===== src/rtl/fir_coef_sequencer_if.sv =====
// Bundles the configuration port, the upstream sample stream and the FIR-facing
// bus of the coefficient sequencer.
//   master : configuration/sample source (drives cfg_*, s_valid, s_data)
//   slave  : the sequencer (drives status, s_ready and the FIR x_n bus)
interface fir_coef_sequencer_if #(
    parameter int X_N_SIZE = 8,
    parameter int ADDR_W   = 3
);
    logic                cfg_we;
    logic [ADDR_W-1:0]   cfg_addr;
    logic [5:0]          cfg_wdata;
    logic                cfg_commit;
    logic                cfg_busy;
    logic                cfg_done;
    logic                cfg_wr_err;
    logic                s_valid;
    logic [X_N_SIZE-1:0] s_data;
    logic                s_ready;
    logic [X_N_SIZE-1:0] fir_x_n;
    logic                fir_tvalid;
    logic                fir_set_coeffs;

    modport master (
        output cfg_we, cfg_addr, cfg_wdata, cfg_commit, s_valid, s_data,
        input  cfg_busy, cfg_done, cfg_wr_err, s_ready, fir_x_n, fir_tvalid, fir_set_coeffs
    );

    modport slave (
        input  cfg_we, cfg_addr, cfg_wdata, cfg_commit, s_valid, s_data,
        output cfg_busy, cfg_done, cfg_wr_err, s_ready, fir_x_n, fir_tvalid, fir_set_coeffs
    );
endinterface


===== src/rtl/fir_coef_sequencer.sv =====
// Owns the shared FIR x_n bus: holds one coefficient image in a small bank and
// sequences the post-reset setup window, coefficient reload bursts and the
// sample stream so that the two kinds of traffic never overlap.
// Ports:
//   clk   : clock, rising edge
//   reset : synchronous, active high
//   bus   : configuration, sample stream and FIR bus (slave modport)
//
// state      | meaning
// WAIT_SETUP | FIR setup window after reset, no traffic
// PASS       | samples forwarded to the FIR unless a reload is pending
// LEAD       | set_coeffs raised ahead of the first coefficient word
// LOAD       | one bank word per cycle onto x_n
// DRAIN      | quiet gap after a burst; cfg_done on its last cycle
module fir_coef_sequencer #(
    parameter int X_N_SIZE     = 8,
    parameter int NUM_WORDS    = 7,
    parameter int ADDR_W       = 3,
    parameter int SETUP_CYCLES = 4,
    parameter int LEAD_CYCLES  = 1,
    parameter int DRAIN_CYCLES = 2
) (
    input  logic                 clk,
    input  logic                 reset,
    fir_coef_sequencer_if.slave  bus
);

    localparam logic [2:0] WAIT_SETUP = 3'd0;
    localparam logic [2:0] PASS       = 3'd1;
    localparam logic [2:0] LEAD       = 3'd2;
    localparam logic [2:0] LOAD       = 3'd3;
    localparam logic [2:0] DRAIN      = 3'd4;

    // One counter serves every timed state; it also indexes the bank in LOAD,
    // so it must reach the full address range.
    localparam int MAX_AB  = (SETUP_CYCLES > LEAD_CYCLES) ? SETUP_CYCLES : LEAD_CYCLES;
    localparam int MAX_CD  = (DRAIN_CYCLES > (1 << ADDR_W)) ? DRAIN_CYCLES : (1 << ADDR_W);
    localparam int MAX_ALL = (MAX_AB > MAX_CD) ? MAX_AB : MAX_CD;
    localparam int CNT_W   = $clog2(MAX_ALL + 1);

    localparam logic [CNT_W-1:0] SETUP_LAST = CNT_W'(SETUP_CYCLES - 1);
    localparam logic [CNT_W-1:0] LEAD_LAST  = CNT_W'(LEAD_CYCLES - 1);
    localparam logic [CNT_W-1:0] LOAD_LAST  = CNT_W'(NUM_WORDS - 1);
    localparam logic [CNT_W-1:0] DRAIN_LAST = CNT_W'(DRAIN_CYCLES - 1);

    logic [2:0]       state_q, state_d;
    logic [CNT_W-1:0] cnt_q, cnt_d;
    logic             pending_q, pending_d;
    logic             wr_err_q, wr_err_d;
    logic [5:0]       bank_q [NUM_WORDS];

    logic             in_load_window;
    logic             addr_ok;
    logic             wr_ok;
    logic [5:0]       load_word;

    assign in_load_window = (state_q == LEAD) || (state_q == LOAD);
    assign addr_ok        = (32'(bus.cfg_addr) < 32'(NUM_WORDS));
    assign wr_ok          = bus.cfg_we && addr_ok && !in_load_window;
    assign wr_err_d       = bus.cfg_we && (!addr_ok || in_load_window);
    assign load_word      = bank_q[cnt_q[ADDR_W-1:0]];

    always_comb begin
        state_d   = state_q;
        cnt_d     = cnt_q;
        pending_d = pending_q | bus.cfg_commit;
        case (state_q)
            WAIT_SETUP: begin
                if (cnt_q == SETUP_LAST) begin
                    state_d = PASS;
                    cnt_d   = '0;
                end else begin
                    cnt_d = cnt_q + CNT_W'(1);
                end
            end
            PASS: begin
                // A commit arriving in PASS starts the burst directly; a latched
                // one costs a single blocked PASS cycle first.
                if (pending_q || bus.cfg_commit) begin
                    state_d   = LEAD;
                    cnt_d     = '0;
                    pending_d = 1'b0;
                end
            end
            LEAD: begin
                if (cnt_q == LEAD_LAST) begin
                    state_d = LOAD;
                    cnt_d   = '0;
                end else begin
                    cnt_d = cnt_q + CNT_W'(1);
                end
            end
            LOAD: begin
                if (cnt_q == LOAD_LAST) begin
                    state_d = DRAIN;
                    cnt_d   = '0;
                end else begin
                    cnt_d = cnt_q + CNT_W'(1);
                end
            end
            DRAIN: begin
                if (cnt_q == DRAIN_LAST) begin
                    state_d = PASS;
                    cnt_d   = '0;
                end else begin
                    cnt_d = cnt_q + CNT_W'(1);
                end
            end
            default: begin
                state_d = WAIT_SETUP;
                cnt_d   = '0;
            end
        endcase
    end

    always_ff @(posedge clk) begin
        if (reset) begin
            state_q   <= WAIT_SETUP;
            cnt_q     <= '0;
            pending_q <= 1'b0;
            wr_err_q  <= 1'b0;
        end else begin
            state_q   <= state_d;
            cnt_q     <= cnt_d;
            pending_q <= pending_d;
            wr_err_q  <= wr_err_d;
        end
    end

    // Bank contents survive reset on purpose; software reloads them.
    always_ff @(posedge clk) begin
        if (wr_ok) begin
            bank_q[bus.cfg_addr] <= bus.cfg_wdata;
        end
    end

    assign bus.s_ready        = (state_q == PASS) && !pending_q;
    assign bus.fir_tvalid     = bus.s_valid && bus.s_ready;
    assign bus.fir_set_coeffs = in_load_window;
    assign bus.fir_x_n        = (state_q == LOAD) ? {{(X_N_SIZE-6){1'b0}}, load_word} :
                                bus.s_ready       ? bus.s_data : '0;
    assign bus.cfg_busy       = pending_q || in_load_window || (state_q == DRAIN);
    assign bus.cfg_done       = (state_q == DRAIN) && (cnt_q == DRAIN_LAST);
    assign bus.cfg_wr_err     = wr_err_q;

endmodule


===== src/flat_wrapper.sv =====
// flat-port wrapper written by rule: the top's interface ports become plain ports
module fir_coef_sequencer_flat 
#(
    parameter int X_N_SIZE     = 8,
    parameter int NUM_WORDS    = 7,
    parameter int ADDR_W       = 3,
    parameter int SETUP_CYCLES = 4,
    parameter int LEAD_CYCLES  = 1,
    parameter int DRAIN_CYCLES = 2
)
  (clk, reset, bus_cfg_we, bus_cfg_addr, bus_cfg_wdata, bus_cfg_commit, bus_s_valid, bus_s_data, bus_cfg_busy, bus_cfg_done, bus_cfg_wr_err, bus_s_ready, bus_fir_x_n, bus_fir_tvalid, bus_fir_set_coeffs);
  fir_coef_sequencer_if #(.X_N_SIZE(X_N_SIZE), .ADDR_W(ADDR_W)) bus_i ();
  input  logic clk;
  input  logic reset;
  input wire logic [$bits(bus_i.cfg_we)-1:0] bus_cfg_we;
  input wire logic [$bits(bus_i.cfg_addr)-1:0] bus_cfg_addr;
  input wire logic [$bits(bus_i.cfg_wdata)-1:0] bus_cfg_wdata;
  input wire logic [$bits(bus_i.cfg_commit)-1:0] bus_cfg_commit;
  input wire logic [$bits(bus_i.s_valid)-1:0] bus_s_valid;
  input wire logic [$bits(bus_i.s_data)-1:0] bus_s_data;
  output wire logic [$bits(bus_i.cfg_busy)-1:0] bus_cfg_busy;
  output wire logic [$bits(bus_i.cfg_done)-1:0] bus_cfg_done;
  output wire logic [$bits(bus_i.cfg_wr_err)-1:0] bus_cfg_wr_err;
  output wire logic [$bits(bus_i.s_ready)-1:0] bus_s_ready;
  output wire logic [$bits(bus_i.fir_x_n)-1:0] bus_fir_x_n;
  output wire logic [$bits(bus_i.fir_tvalid)-1:0] bus_fir_tvalid;
  output wire logic [$bits(bus_i.fir_set_coeffs)-1:0] bus_fir_set_coeffs;
  assign bus_i.cfg_we = bus_cfg_we;
  assign bus_i.cfg_addr = bus_cfg_addr;
  assign bus_i.cfg_wdata = bus_cfg_wdata;
  assign bus_i.cfg_commit = bus_cfg_commit;
  assign bus_i.s_valid = bus_s_valid;
  assign bus_i.s_data = bus_s_data;
  assign bus_cfg_busy = bus_i.cfg_busy;
  assign bus_cfg_done = bus_i.cfg_done;
  assign bus_cfg_wr_err = bus_i.cfg_wr_err;
  assign bus_s_ready = bus_i.s_ready;
  assign bus_fir_x_n = bus_i.fir_x_n;
  assign bus_fir_tvalid = bus_i.fir_tvalid;
  assign bus_fir_set_coeffs = bus_i.fir_set_coeffs;
  fir_coef_sequencer #(.X_N_SIZE(X_N_SIZE), .NUM_WORDS(NUM_WORDS), .ADDR_W(ADDR_W), .SETUP_CYCLES(SETUP_CYCLES), .LEAD_CYCLES(LEAD_CYCLES), .DRAIN_CYCLES(DRAIN_CYCLES)) u_core (.clk(clk), .reset(reset), .bus(bus_i));
endmodule

===== config.mk =====
export PLATFORM = sky130hd
export DESIGN_NAME = fir_coef_sequencer_flat
export DESIGN_NICKNAME = d
export VERILOG_FILES = /design/src/rtl/fir_coef_sequencer_if.sv /design/src/rtl/fir_coef_sequencer.sv /design/src/flat_wrapper.sv
export SDC_FILE = /design/constraint.sdc
export NUM_CORES = 1
export LEC_CHECK = 0
export ABC_AREA = 1
export BUFFER_PORTS_ARGS = -buffer_cell sky130_fd_sc_hd__buf_2
export CORE_UTILIZATION = 45
export CTS_BUF_LIST = sky130_fd_sc_hd__clkbuf_8
export CTS_CLUSTER_DIAMETER = 200
export CTS_CLUSTER_SIZE = 8
export DETAILED_ROUTE_END_ITERATION = 7
export GPL_TIMING_DRIVEN = 0
export HOLD_SLACK_MARGIN = 0.05
export PLACE_DENSITY = 0.76
export SYNTH_ARGS = -nofsm -noshare
export SYNTH_HDL_FRONTEND = slang
export SYNTH_SLANG_ARGS = --single-unit

===== constraint.sdc =====
create_clock -name clk -period 1.6 [get_ports clk]
set_input_delay 0.08 -clock clk [delete_from_list [all_inputs] [get_ports clk]]
set_output_delay 0.08 -clock clk [all_outputs]
set_load 0.02 [all_outputs]

# After elaboration in Yosys (flattened, before gate mapping)
# Memory sizes are Yosys's and may differ from the RTL's. A register that Yosys moved wholly into a read port is not among the register bits.
# Index checks and enable logic that the tools add are counted.
dict set report totals {
  output_inout_bits 14
  in_bits 22
  wordCells 57
  mem_count 1
  mem_bits_rw 42
  regBits 9
}
dict set report classes {
  n_eq_ne 12
  addsub 1
  reduce_logical 17
  bitwise_logic 1
  n_lt_le_gt_ge 1
  muxes 20
}
# name depth width rd rd_ports_with_merged_regs wr line_no
set mem_list {}
lappend mem_list {u_core.bank_q 7 6 1 1 1 fir_coef_sequencer.sv:50} ;# logic [5:0] bank_q [NUM_WORDS];
# operator count
set ops {}
lappend ops {{3-bit two-way mux} 7}
lappend ops {{4-bit two-way mux} 5}
lappend ops {{4-bit case mux with 5 select lines} 1}
lappend ops {{8-bit two-way mux} 2}
lappend ops {{3-bit case mux with 5 select lines} 1}
lappend ops {{3-bit by 2-bit equality test with 1-bit output (second input constant)} 2}
lappend ops {{1-bit logical AND} 6}
lappend ops {{2-bit by 1-bit != test with 1-bit output (second input constant)} 3}
lappend ops {{1-bit logical OR} 5}
lappend ops {{5-bit AND reduction} 1}
lappend ops {{4-bit by 1-bit adder with 4-bit output (second input constant)} 1}
lappend ops {{4-bit by 1-bit equality test with 1-bit output (second input constant)} 1}
lappend ops {{4-bit by 2-bit equality test with 1-bit output (second input constant)} 1}
lappend ops {{4-bit by 3-bit equality test with 1-bit output (second input constant)} 1}
lappend ops {{4-bit logical NOT} 1}
lappend ops {{1-bit two-way mux} 4}
lappend ops {{2-bit != test (second input constant)} 2}
lappend ops {{3-bit by 1-bit equality test with 1-bit output (second input constant)} 1}
lappend ops {{3-bit equality test (second input constant)} 1}
lappend ops {{1-bit logical NOT} 3}
lappend ops {{3-bit logical NOT} 1}
lappend ops {{3-bit less-than comparator (second input constant)} 1}
lappend ops {{1-bit OR} 1}

# Longest topological paths before layout
dict set report depth {
  depth_word 6
  mapped_depth 10
}

# Worst setup path after synthesis
# No wires, ideal clock.
dict set report synth_timing {
  kind {register to register}
  start {register u_core.state_q[2]}
  end {memory u_core.bank_q[6][0] (enable)}
  period_less_slack_ns 1.691
  path_stages_with_launch 7
  arrival_ns 1.314
  setup_time_ns 0.377
  slack_ns -0.091
  cell_sequence {dfxtp_1 -> inv_2 -> nand2_2 -> nand2_1 -> nor2_1 -> nand2_1 -> nor3_1}
}
dict set report synth_via {
  elab_chain_len 6
}
# element line_no
set synth_lines {}
lappend synth_lines {{start, declared} fir_coef_sequencer.sv:46} ;# logic [2:0] state_q, state_d;
lappend synth_lines {{start signal, assigned} fir_coef_sequencer.sv:123} ;# state_q <= state_d;
lappend synth_lines {{3-bit by 2-bit equality test with 1-bit output} fir_coef_sequencer.sv:57} ;# assign in_load_window = (state_q == LEAD) || (state_q == LOAD);
lappend synth_lines {{1-bit logical OR (*)} fir_coef_sequencer.sv:57}
lappend synth_lines {{1-bit logical NOT (*)} fir_coef_sequencer.sv:59} ;# assign wr_ok = bus.cfg_we && addr_ok && !in_load_window;
lappend synth_lines {{1-bit logical AND (*)} fir_coef_sequencer.sv:59}
lappend synth_lines {{1-bit two-way mux (*)} fir_coef_sequencer.sv:132} ;# if (wr_ok) begin
lappend synth_lines {{1-bit two-way mux (implied by the code) (*)} fir_coef_sequencer.sv:133} ;# bank_q[bus.cfg_addr] <= bus.cfg_wdata;
lappend synth_lines {{end, declared} fir_coef_sequencer.sv:50}
# Every way passes the cells marked *; elsewhere a longest branch is shown, timed or not.

==> metrics.yaml <==
status: "finished with violations"
violations: "setup timing"
ys_ff_latch: 54
die_w_microns: 74.9
setup_ws_ns: -0.0633
worstMarginPinSlew_ns: 0.383
antenna_cells: 0
drv_cap: 0
grt-ovfl-total: 0
rr_worst_depth: 7
synth_area_sq_mm: 0.00239
placed_area_sq_mm: 0.00265
insertion_delay_ns: 0.31
synth_cells: 250
finalClockSkew_ns: 0.00601
htree_levels: 2
grt_pass1_wl_mm: 7.97
drt_wl_total_mm: 5.34
die_h_microns: 74.9
layout_common_cells: "68 x nand2_1, 42 x edfxtp_1, 28 x buf_2"
fin_crit_ns: 1.66
start_util_pct: 46.8
layout.nets: 332
row_count: 26
critPathMostFrequentCell: "nand2_1"
clk_path_buf_depth: 2
rsz0062_at_grt: "true"
port_buffers: 34
tritoncts: "built"
slew_viol_final: 0
track_usage_pct: 20.1
layout_commonest_cell: "nand2_1"
ioPinCount: 36
yosys-top-cells-area: "edfxtp_1 53%, nand2_1 11%, dfxtp_1 10%, a21oi_1 4.4%, nor2_1 4.4%"
drc: 0
coreArea_sq_mm: 0.00511
critPathMaxFanout: 8
max_freq_mhz: 601
synth_top_area_share_pct: 52.8
synth.avg_cell_area_sq_um: 9.56
whs_ns: 0.117
crit_path_start_kind: "flop"
power_mw: 4.28
worstPathCellList: "buf_12 > clkinv_8 > buf_8 > nand2_1 > a21oi_2 > o21ai_1 > o21ai_1 > nand2_1 > nand2_1 > buf_6"
area_growth_pct: 31.4
grt_max_degree: 20
hp-class: "in2reg"
seq_area_sq_mm: 0.00151
drtAntennaViolNets: 0
place_ws_ns: -0.389
slew_headroom_pct: 74.5
synth_warnings: 0
grt_pass1_vias: 1691
gp_congestion: 0.892
max_stage_delay_ns: 0.35
cp.required_ns: 1.52
num_vias: 1895
fill_cells: 423
die-area_sq_mm: 0.00561
drive_above_1_share_pct: 30.0
synth_fp_nets: 276
tns_ns: -0.264
leakage_nw: 1.28
place_inst: 354
power_density_mw_per_mm2: 1360
wire_per_inst_microns: 14.2
end_kind: "output pin"
cts_inserted_buffers: 5
ys_seq_area_share_pct: 62.8
clk_pin_slew_worst_paths_ns: 0.10
layout.cells.non_filler: 377
hpwl_mm: 3.34
synth_cell_type_count: 22
final_cell_area_sq_mm: 0.00314
first_pass_iters: 4
holdPathStages: 3
clock_sinks: 54
hold_viol_final: 0
utilization_pct: 61.5
arrival_ns: 1.58
fin_crit_sh_pct: 104
viasPerCell: 5.03
slowest_stage: "dfxtp_2"
multi_input_area_sq_um: 896
crit_type: "reg2out"
finalSetupViolCount: 6
antenna_found_initial: 0
cts-root-buf: "clkbuf_8"
ir_drop_uv: 932
synth_top_area_cell: "edfxtp_1"
drt_iter0_markers: 202
==> per-layer routing <==
metal	up-vias	share of wire (%)	global-route usage, %	wire [microns]
met3	9	8.2	5.09	436
li1	943	-	-	-
met2	83	49	29.6	2620
met1	860	41	27.2	2170
met5	-	0	0	0
met4	0	1.9	11.1	104
==> power by group <==
group | leakage, nW | total (mW) | switching, mW | internal (mW)
Sequential | 0.482 | 1.71 | 0.0870 | 1.63
Clock | 0.0506 | 0.814 | 0.486 | 0.328
Combinational | 0.743 | 1.75 | 1.02 | 0.727
Total | 1.28 | 4.28 | 1.59 | 2.68
==> state kept, by name (all words and copies together) (netlist names), named ones only <==
register / count
u_core.bus.cfg_wr_err: 1
u_core.bank_q: 42
u_core.state_q: 3
u_core.pending_q: 1
u_core.cnt_q: 4
==> cell families after synthesis <==
logic type | Yosys count | share of synthesized area [%]
adders and majority gates | 4 | 2.09
AOI/OAI and AO/OA | 43 | 9.37
xor gates and xnor gates | 2 | 0.733
buffers and inverters | 29 | 4.76
and+or+nand+nor | 118 | 20.2
DFF | 54 | 62.8
==> final cells by class <==
class                           count  area share, %
Tap cell                           70           2.79
Clock inverter                      3          0.917
Clock buffer                        5           2.19
Timing Repair Buffer               47           11.4
Inverter                           22           3.31
Buffer                              7           2.27
Multi-Input combinational cell    167           28.5
Timing Repair inverter              2          0.438
Sequential cell                    54           48.1
==> worst max-delay path: cells and delay by family, from the launching register on <==
family	cells	cell delay, ns
simple gates	3	0.20
compound gates	3	0.26
flops	1	0.35
buf+inv	4	0.47
==> final timing paths <==
path,slack (ns),from,end
worst max-delay path,-0.06,flop,bus_fir_x_n[4]
worst min-delay path,0.12,bus_cfg_commit,u_core.pending_q$_SDFF_PP0_
worst max register to register,0.04,u_core.state_q[2]$_SDFFE_PP0P_,u_core.bank_q[6][3]$_DFFE_PP_
worst min register to register,0.50,u_core.cnt_q[3]$_SDFFE_PP0N_,u_core.cnt_q[3]$_SDFFE_PP0N_
==> what timing repair did <==
| action | CTS | global route |
|---|---|---|
| hold buffers | 7 | 0 |
| resized for setup | 47 | 29 |
| endpoints found under the setup margin | 52 | 44 |
| pin swaps | 4 | 5 |
| gates cloned | 0 | 3 |
| endpoints found under the hold margin | 43 | 0 |
| setup buffers | 3 | 2 |
==> cell usage after synthesis, drive strengths merged <==
library cell	instances
a21oi	21
a31oi	2
a32oi	1
buf	5
clkbuf	2
dfxtp	12
edfxtp	42
ha	4
inv	22
nand2	75
nand3	9
nor2	30
nor3	3
o21ai	18
o21bai	1
or2	1
xor2	2
Note: power is estimated with default switching activity, not from simulation.
